--- config.mk ---
export PLATFORM = sky130hd
export DESIGN_NAME = glove_tracker
export DESIGN_NICKNAME = d
export VERILOG_FILES = /design/src/rtl/glove_pkg.sv /design/src/rtl/glove_debounce.sv /design/src/rtl/glove_tracker.sv
export SDC_FILE = /design/constraint.sdc
export NUM_CORES = 1
export LEC_CHECK = 0
export ABC_CLOCK_PERIOD_IN_PS = 5400
export CAP_MARGIN = 10
export CORE_MARGIN = 2
export CORE_UTILIZATION = 25
export CTS_CLUSTER_SIZE = 30
export DETAILED_ROUTE_END_ITERATION = 6
export DONT_BUFFER_PORTS = 1
export PLACE_DENSITY = 0.38
export SYNTH_ARGS = -nofsm -noshare
export SYNTH_HDL_FRONTEND = slang
export SYNTH_HIERARCHICAL = 1
export SYNTH_SLANG_ARGS = --single-unit
--- constraint.sdc ---
create_clock -name clk -period 5.4 [get_ports clk]
set_input_delay 0.81 -clock clk [delete_from_list [all_inputs] [get_ports clk]]
set_output_delay 0.81 -clock clk [all_outputs]
set_load 0.01 [all_outputs]
--- src/rtl/glove_pkg.sv ---
// Shared types and sizing for the glove position tracker.
// Imported by glove_tracker; holds the tracking-state enum and window geometry.
package glove_pkg;

    typedef enum logic [1:0] {
        IDLE  = 2'd0,
        TRACK = 2'd1,
        LOST  = 2'd2
    } glove_state_t;

    localparam int unsigned WINDOW_LEN  = 4;
    localparam int unsigned WINDOW_LOG2 = 2;
    localparam int unsigned SUM_W       = 18;

    function automatic logic [15:0] abs_diff(input logic [15:0] a, input logic [15:0] b);
        return (a >= b) ? (a - b) : (b - a);
    endfunction

endpackage

--- src/rtl/glove_debounce.sv ---
// Two-flop synchronizer plus tick-based debounce for the glove flex sensor.
// A new level is adopted only after it differs from the current one for DEBOUNCE_TICKS ticks.
module glove_debounce #(
    parameter int unsigned DEBOUNCE_TICKS = 4
) (
    input  logic clk,
    input  logic reset,
    input  logic tick,
    input  logic raw,
    output logic level
);

    localparam int unsigned CNT_W = (DEBOUNCE_TICKS < 2) ? 1 : $clog2(DEBOUNCE_TICKS + 1);

    logic             sync_a;
    logic             sync_b;
    logic [CNT_W-1:0] cnt;

    always_ff @(posedge clk or negedge reset) begin
        if (!reset) begin
            sync_a <= 1'b0;
            sync_b <= 1'b0;
            cnt    <= '0;
            level  <= 1'b0;
        end else begin
            sync_a <= raw;
            sync_b <= sync_a;
            if (tick) begin
                if (sync_b != level) begin
                    if (cnt == CNT_W'(DEBOUNCE_TICKS - 1)) begin
                        level <= sync_b;
                        cnt   <= '0;
                    end else begin
                        cnt <= cnt + 1'b1;
                    end
                end else begin
                    cnt <= '0;
                end
            end
        end
    end

endmodule

--- src/rtl/glove_tracker.sv ---
// Glove position tracker: 4-entry moving average with timeout and debounced closed level.
// Define GLOVE_OUTLIER_REJECT_EN to enable per-axis outlier rejection.
module glove_tracker
    import glove_pkg::*;
#(
    parameter int unsigned MAX_JUMP       = 200,
    parameter int unsigned DEBOUNCE_TICKS = 4,
    parameter int unsigned TIMEOUT_TICKS  = 32
) (
    input  logic        clk,
    input  logic        reset,
    input  logic        tick,
    input  logic        sample_valid,
    input  logic [15:0] sample_x,
    input  logic [15:0] sample_y,
    input  logic        sample_closed,
    output logic [15:0] glovex,
    output logic [15:0] glovey,
    output logic        glove_closed,
    output logic        pos_valid
);

    localparam int unsigned TO_W = (TIMEOUT_TICKS < 2) ? 1 : $clog2(TIMEOUT_TICKS + 1);

    glove_state_t           state;
    logic [15:0]            win_x [WINDOW_LEN];
    logic [15:0]            win_y [WINDOW_LEN];
    logic [WINDOW_LOG2-1:0] wr_ptr;
    logic [SUM_W-1:0]       sum_x;
    logic [SUM_W-1:0]       sum_y;
    logic [SUM_W-1:0]       upd_sum_x;
    logic [SUM_W-1:0]       upd_sum_y;
    logic [TO_W-1:0]        to_cnt;
    logic                   outlier;
    logic                   force_preload;
    logic                   do_preload;
    logic                   do_accept;

    // wr_ptr always addresses the oldest entry
    assign upd_sum_x = sum_x - SUM_W'(win_x[wr_ptr]) + SUM_W'(sample_x);
    assign upd_sum_y = sum_y - SUM_W'(win_y[wr_ptr]) + SUM_W'(sample_y);

`ifdef GLOVE_OUTLIER_REJECT_EN
    localparam logic [15:0] JUMP_LIM = 16'(MAX_JUMP);

    logic [1:0] rej_cnt;

    assign outlier = (abs_diff(sample_x, glovex) > JUMP_LIM) ||
                     (abs_diff(sample_y, glovey) > JUMP_LIM);
    // A fourth consecutive outlier is taken as a genuine relocation
    assign force_preload = outlier && (rej_cnt == 2'd3);
`else
    assign outlier       = 1'b0;
    assign force_preload = 1'b0;
`endif

    assign do_preload = sample_valid && ((state != TRACK) || force_preload);
    assign do_accept  = sample_valid && (state == TRACK) && !outlier;

    always_ff @(posedge clk or negedge reset) begin
        if (!reset) begin
            state     <= IDLE;
            wr_ptr    <= '0;
            sum_x     <= '0;
            sum_y     <= '0;
            to_cnt    <= '0;
            glovex    <= '0;
            glovey    <= '0;
            pos_valid <= 1'b0;
            for (int i = 0; i < WINDOW_LEN; i++) begin
                win_x[i] <= '0;
                win_y[i] <= '0;
            end
`ifdef GLOVE_OUTLIER_REJECT_EN
            rej_cnt   <= '0;
`endif
        end else begin
            if (do_preload) begin
                for (int i = 0; i < WINDOW_LEN; i++) begin
                    win_x[i] <= sample_x;
                    win_y[i] <= sample_y;
                end
                sum_x     <= {sample_x, 2'b00};
                sum_y     <= {sample_y, 2'b00};
                wr_ptr    <= '0;
                glovex    <= sample_x;
                glovey    <= sample_y;
                state     <= TRACK;
                pos_valid <= 1'b1;
                to_cnt    <= '0;
            end else if (do_accept) begin
                win_x[wr_ptr] <= sample_x;
                win_y[wr_ptr] <= sample_y;
                wr_ptr        <= wr_ptr + 1'b1;
                sum_x         <= upd_sum_x;
                sum_y         <= upd_sum_y;
                glovex        <= upd_sum_x[SUM_W-1:2];
                glovey        <= upd_sum_y[SUM_W-1:2];
                to_cnt        <= '0;
            end else if ((state == TRACK) && tick) begin
                // Rejected samples fall through here so they never refresh the timeout
                if (to_cnt == TO_W'(TIMEOUT_TICKS - 1)) begin
                    state     <= LOST;
                    pos_valid <= 1'b0;
                    to_cnt    <= '0;
                end else begin
                    to_cnt <= to_cnt + 1'b1;
                end
            end
`ifdef GLOVE_OUTLIER_REJECT_EN
            if (do_preload || do_accept) begin
                rej_cnt <= '0;
            end else if (sample_valid && (state == TRACK) && outlier) begin
                rej_cnt <= rej_cnt + 1'b1;
            end
`endif
        end
    end

    glove_debounce #(
        .DEBOUNCE_TICKS(DEBOUNCE_TICKS)
    ) u_debounce (
        .clk   (clk),
        .reset (reset),
        .tick  (tick),
        .raw   (sample_closed),
        .level (glove_closed)
    );

endmodule

==> summary.md <==
| Metric | Value |
|---|---|
| Status | `completed` |
| Fmax | `224.8 MHz` |
| Max FO, Critical Path | `14` |
| Number of synthesized flops with an enable pin | `0` |
| Synth Flop Type | `dfrtp_1` |
| Req. time, crit path | `5700 ps` |
| Clk buf depth | `2` |
| Hold Crit Class | `in -> async` |
| Fin Clk Skew | `11.03 ps` |
| Ys async rst share | `100.0%` |
| CP Data Arrival Time | `4750 ps` |
| # rows | `74` |
| Fin nets | `1127` |
| Clock Latency Late Sink | `450 ps` |
| Final period utilization | `82.39%` |
| CTS buffer count | `17` |
| Cell Pwr Density | `789.9 nW/um^2` |
| GRT Util Overall | `13.00%` |
| WL/cell | `17.07 um` |
| Mapped Nets | `1182` |
| Root Driver | `clkbuf_16` |
| Die width | `207.7 um` |
| Final Power | `0.008947 W` |
| Hold_buf cts | `0` |
| Headroom to the max-slew limit | `36.16%` |
| # IOs | `71` |
| Area of the die | `43130 sq um` |
| IO buf count | `0` |
| CTS H-tree depth | `4` |
| Share of layout cells above drive strength 1 | `10.01%` |
| DIE HEIGHT | `207.7 um` |
| TritonCTS clock tree | `yes` |
| Register area share after synthesis | `43.43%` |
| Drt initial violations | `220` |
| Worst vdd ir | `0.0002694 V` |
| Final-report setup violation count | `0` |
| Synth cell types | `59` |
| Number of global-route vias before repair | `7219` |
| Met2 usage | `20.06%` |
| Leading post-synthesis cells by cell area | `dfrtp_1 (43%), o21ai_0 (7.0%), mux4_2 (6.9%), fa_1 (6.2%), nand2_1 (5.7%)` |
| Clk sinks | `180` |
| Clock-pin slew on the worst setup and hold paths | `70 ps` |
| DRC | `0` |
| Commonest cells after routing, fill and taps aside | `dfrtp_1 (178), nand2_1 (157), o21ai_0 (146), inv_1 (138), nor2_1 (49)` |
| DP Area | `10720 sq um` |
| Commonest non-fill, non-tap cell in the layout | `dfrtp_1` |
| Grt ovf | `0` |
| Core Footprint | `40920 sq um` |
| Setup TNS | `0 ps` |
| Setup Buffers After CTS | `0` |
| Largest net degree at the start of global routing | `181` |
| Setup crit start kind | `flop` |
| GP Congestion | `0.7525` |
| Crit. End Element | `flop` |
| Area growth, synth to finish | `9.217%` |
| Met3 Usage GRT | `3.918%` |
| Max-cap violations | `0` |
| RSZ-0062 raised after global routing | `no` |
| WL final | `26.65 mm` |
| Antenna-violating nets left | `0` |
| Via count | `6841` |
| DRT Pass-1 Iters | `4` |
| Global-route wire length before repair | `43.51 mm` |
| Final Max Tran Viols | `0` |
| Yosys top cell area share | `43.43%` |
| N_diodes | `0` |
| Gates resized, CTS repair | `0` |
| Synth area leader | `dfrtp_1` |
| Count of warnings emitted by yosys | `6` |
| Fin area | `11330 sq um` |
| DP Wirelength | `18.09 mm` |
| Initial Util | `25.34%` |
| Period minus WS final | `4449 ps` |
| Cells after Synth | `1071` |
| Synthesized area per cell | `9.684 sq um` |
| Layer with the highest usage | `met2` |
| Worst setup startpoint | `wr_ptr[0]$_DFFE_PN0P_` |
| DR vias/cell | `4.382` |
| Routing usage on met1 | `17.90%` |
| Synthesized flop and latch total | `180` |
| Initial antenna violation count | `0` |
| Setup Crit Path Kind | `reg -> reg` |
| Reg2reg start | `wr_ptr[0]$_DFFE_PN0P_` |
| Final Hold Vio Count | `0` |
| Mapped Area | `10370 sq um` |
| Pleak | `5.187 nW` |
| Worst-Margin Slew | `953.9 ps` |
## synth_stat cells, drive strengths merged (2+ instances only)
| master | count |
|---|---|
| and4 | 2 |
| mux4 | 32 |
| xor2 | 3 |
| or2 | 2 |
| nand3 | 15 |
| nand4 | 7 |
| nand2 | 157 |
| and2 | 2 |
| a211oi | 8 |
| and3 | 3 |
| inv | 138 |
| nor2 | 49 |
| o22ai | 3 |
| nand2b | 6 |
| xnor2 | 26 |
| o21ai | 154 |
| buf | 45 |
| nor2b | 4 |
| a21oi | 42 |
| mux2i | 2 |
| dfrtp | 180 |
| mux2 | 9 |
| ha | 42 |
| a31oi | 11 |
| clkbuf | 39 |
| or3 | 2 |
| o221ai | 3 |
| o21a | 5 |
| o21bai | 5 |
| a21o | 9 |
| o211ai | 4 |
| nand3b | 2 |
| a211o | 2 |
| fa | 32 |
| o31ai | 4 |
| nor3 | 8 |
## worst paths after layout
path                                               end  slack, ps  depth (start not counted)
setup / recovery                glovey[14]$_DFFE_PN0P_        950                         13
hold / removal                   to_cnt[4]$_DFFE_PN0P_         50                          0
setup reg to reg                glovey[14]$_DFFE_PN0P_        950                         13
hold reg to reg            u_debounce/sync_b$_DFF_PN0_        360                          0
max in group asynchronous        glovex[9]$_DFFE_PN0P_       5030                          0
min in group clk           u_debounce/sync_b$_DFF_PN0_        360                          0
## per-layer routing
metal / share of wire (%) / vias up
li1: - / 3446
met1: 49 / 3308
met2: 45 / 71
met3: 4.9 / 16
met4: 0.90 / 0
met5: 0 / -
## stage by stage
stage               hold WS [ps]  setup slack (ps)  util [%]  cells
finish                     52.43             950.9     27.68   1561
floorplan                  331.2             911.1         -   1071
global placement           336.1              1019     26.20   1529
CTS                        34.17             861.4     27.68   1561
detailed placement         347.5             920.9     26.20   1529
global route               18.79             569.0     27.68   1561
## worst max-delay path: stages (launching register included)
cell and delay (ps):
dfrtp_2 730, buf_4 400, mux4_2 550, fa_1 490, inv_1 40, ha_1 330, o21ai_0 250, o21bai_1 130
a31oi_1 300, o31ai_1 160, o41ai_1 420, o21ai_0 210, xnor2_1 170, o221ai_1 120
## kinds of logic (layout without fill, tap and decap cells)
family	count (synthesis)	count (layout)	synth area share [%]
simple gates	261	261	10.71
flops	180	180	43.43
xor+xnor	29	29	2.449
compound gates	262	262	14.60
fa+ha+maj	74	74	11.24
buf+inv	222	180	9.410
mux	43	43	8.155
## where the power goes
part | leakage (nW) | switching, W | total (W) | internal [W]
clock | 0.282 | 0.000560 | 0.00130 | 0.000741
combinational | 2.70 | 0.00274 | 0.00518 | 0.00244
sequential | 2.20 | 0.000493 | 0.00246 | 0.00197
## sequential cells by signal (all words and copies together), names as in the netlist
register,flops
win_x,64
win_y,64
glovex,16
glovey,16
to_cnt,6
u_debounce/cnt,3
state,2
sum_x,2
sum_y,2
wr_ptr,2
u_debounce/level,1
u_debounce/sync_a,1
u_debounce/sync_b,1
## area by class of cell
type / instances / area, sq um
repair buffers: 10 / 87.58
fillers: 4389 / 29600
inverters: 138 / 518.0
flip-flops and latches: 180 / 4507
clock inverters: 12 / 156.4
clock buffers: 20 / 446.7
well taps: 532 / 665.6
multi-input cells: 669 / 4946
(Power assumes the default switching activity.)
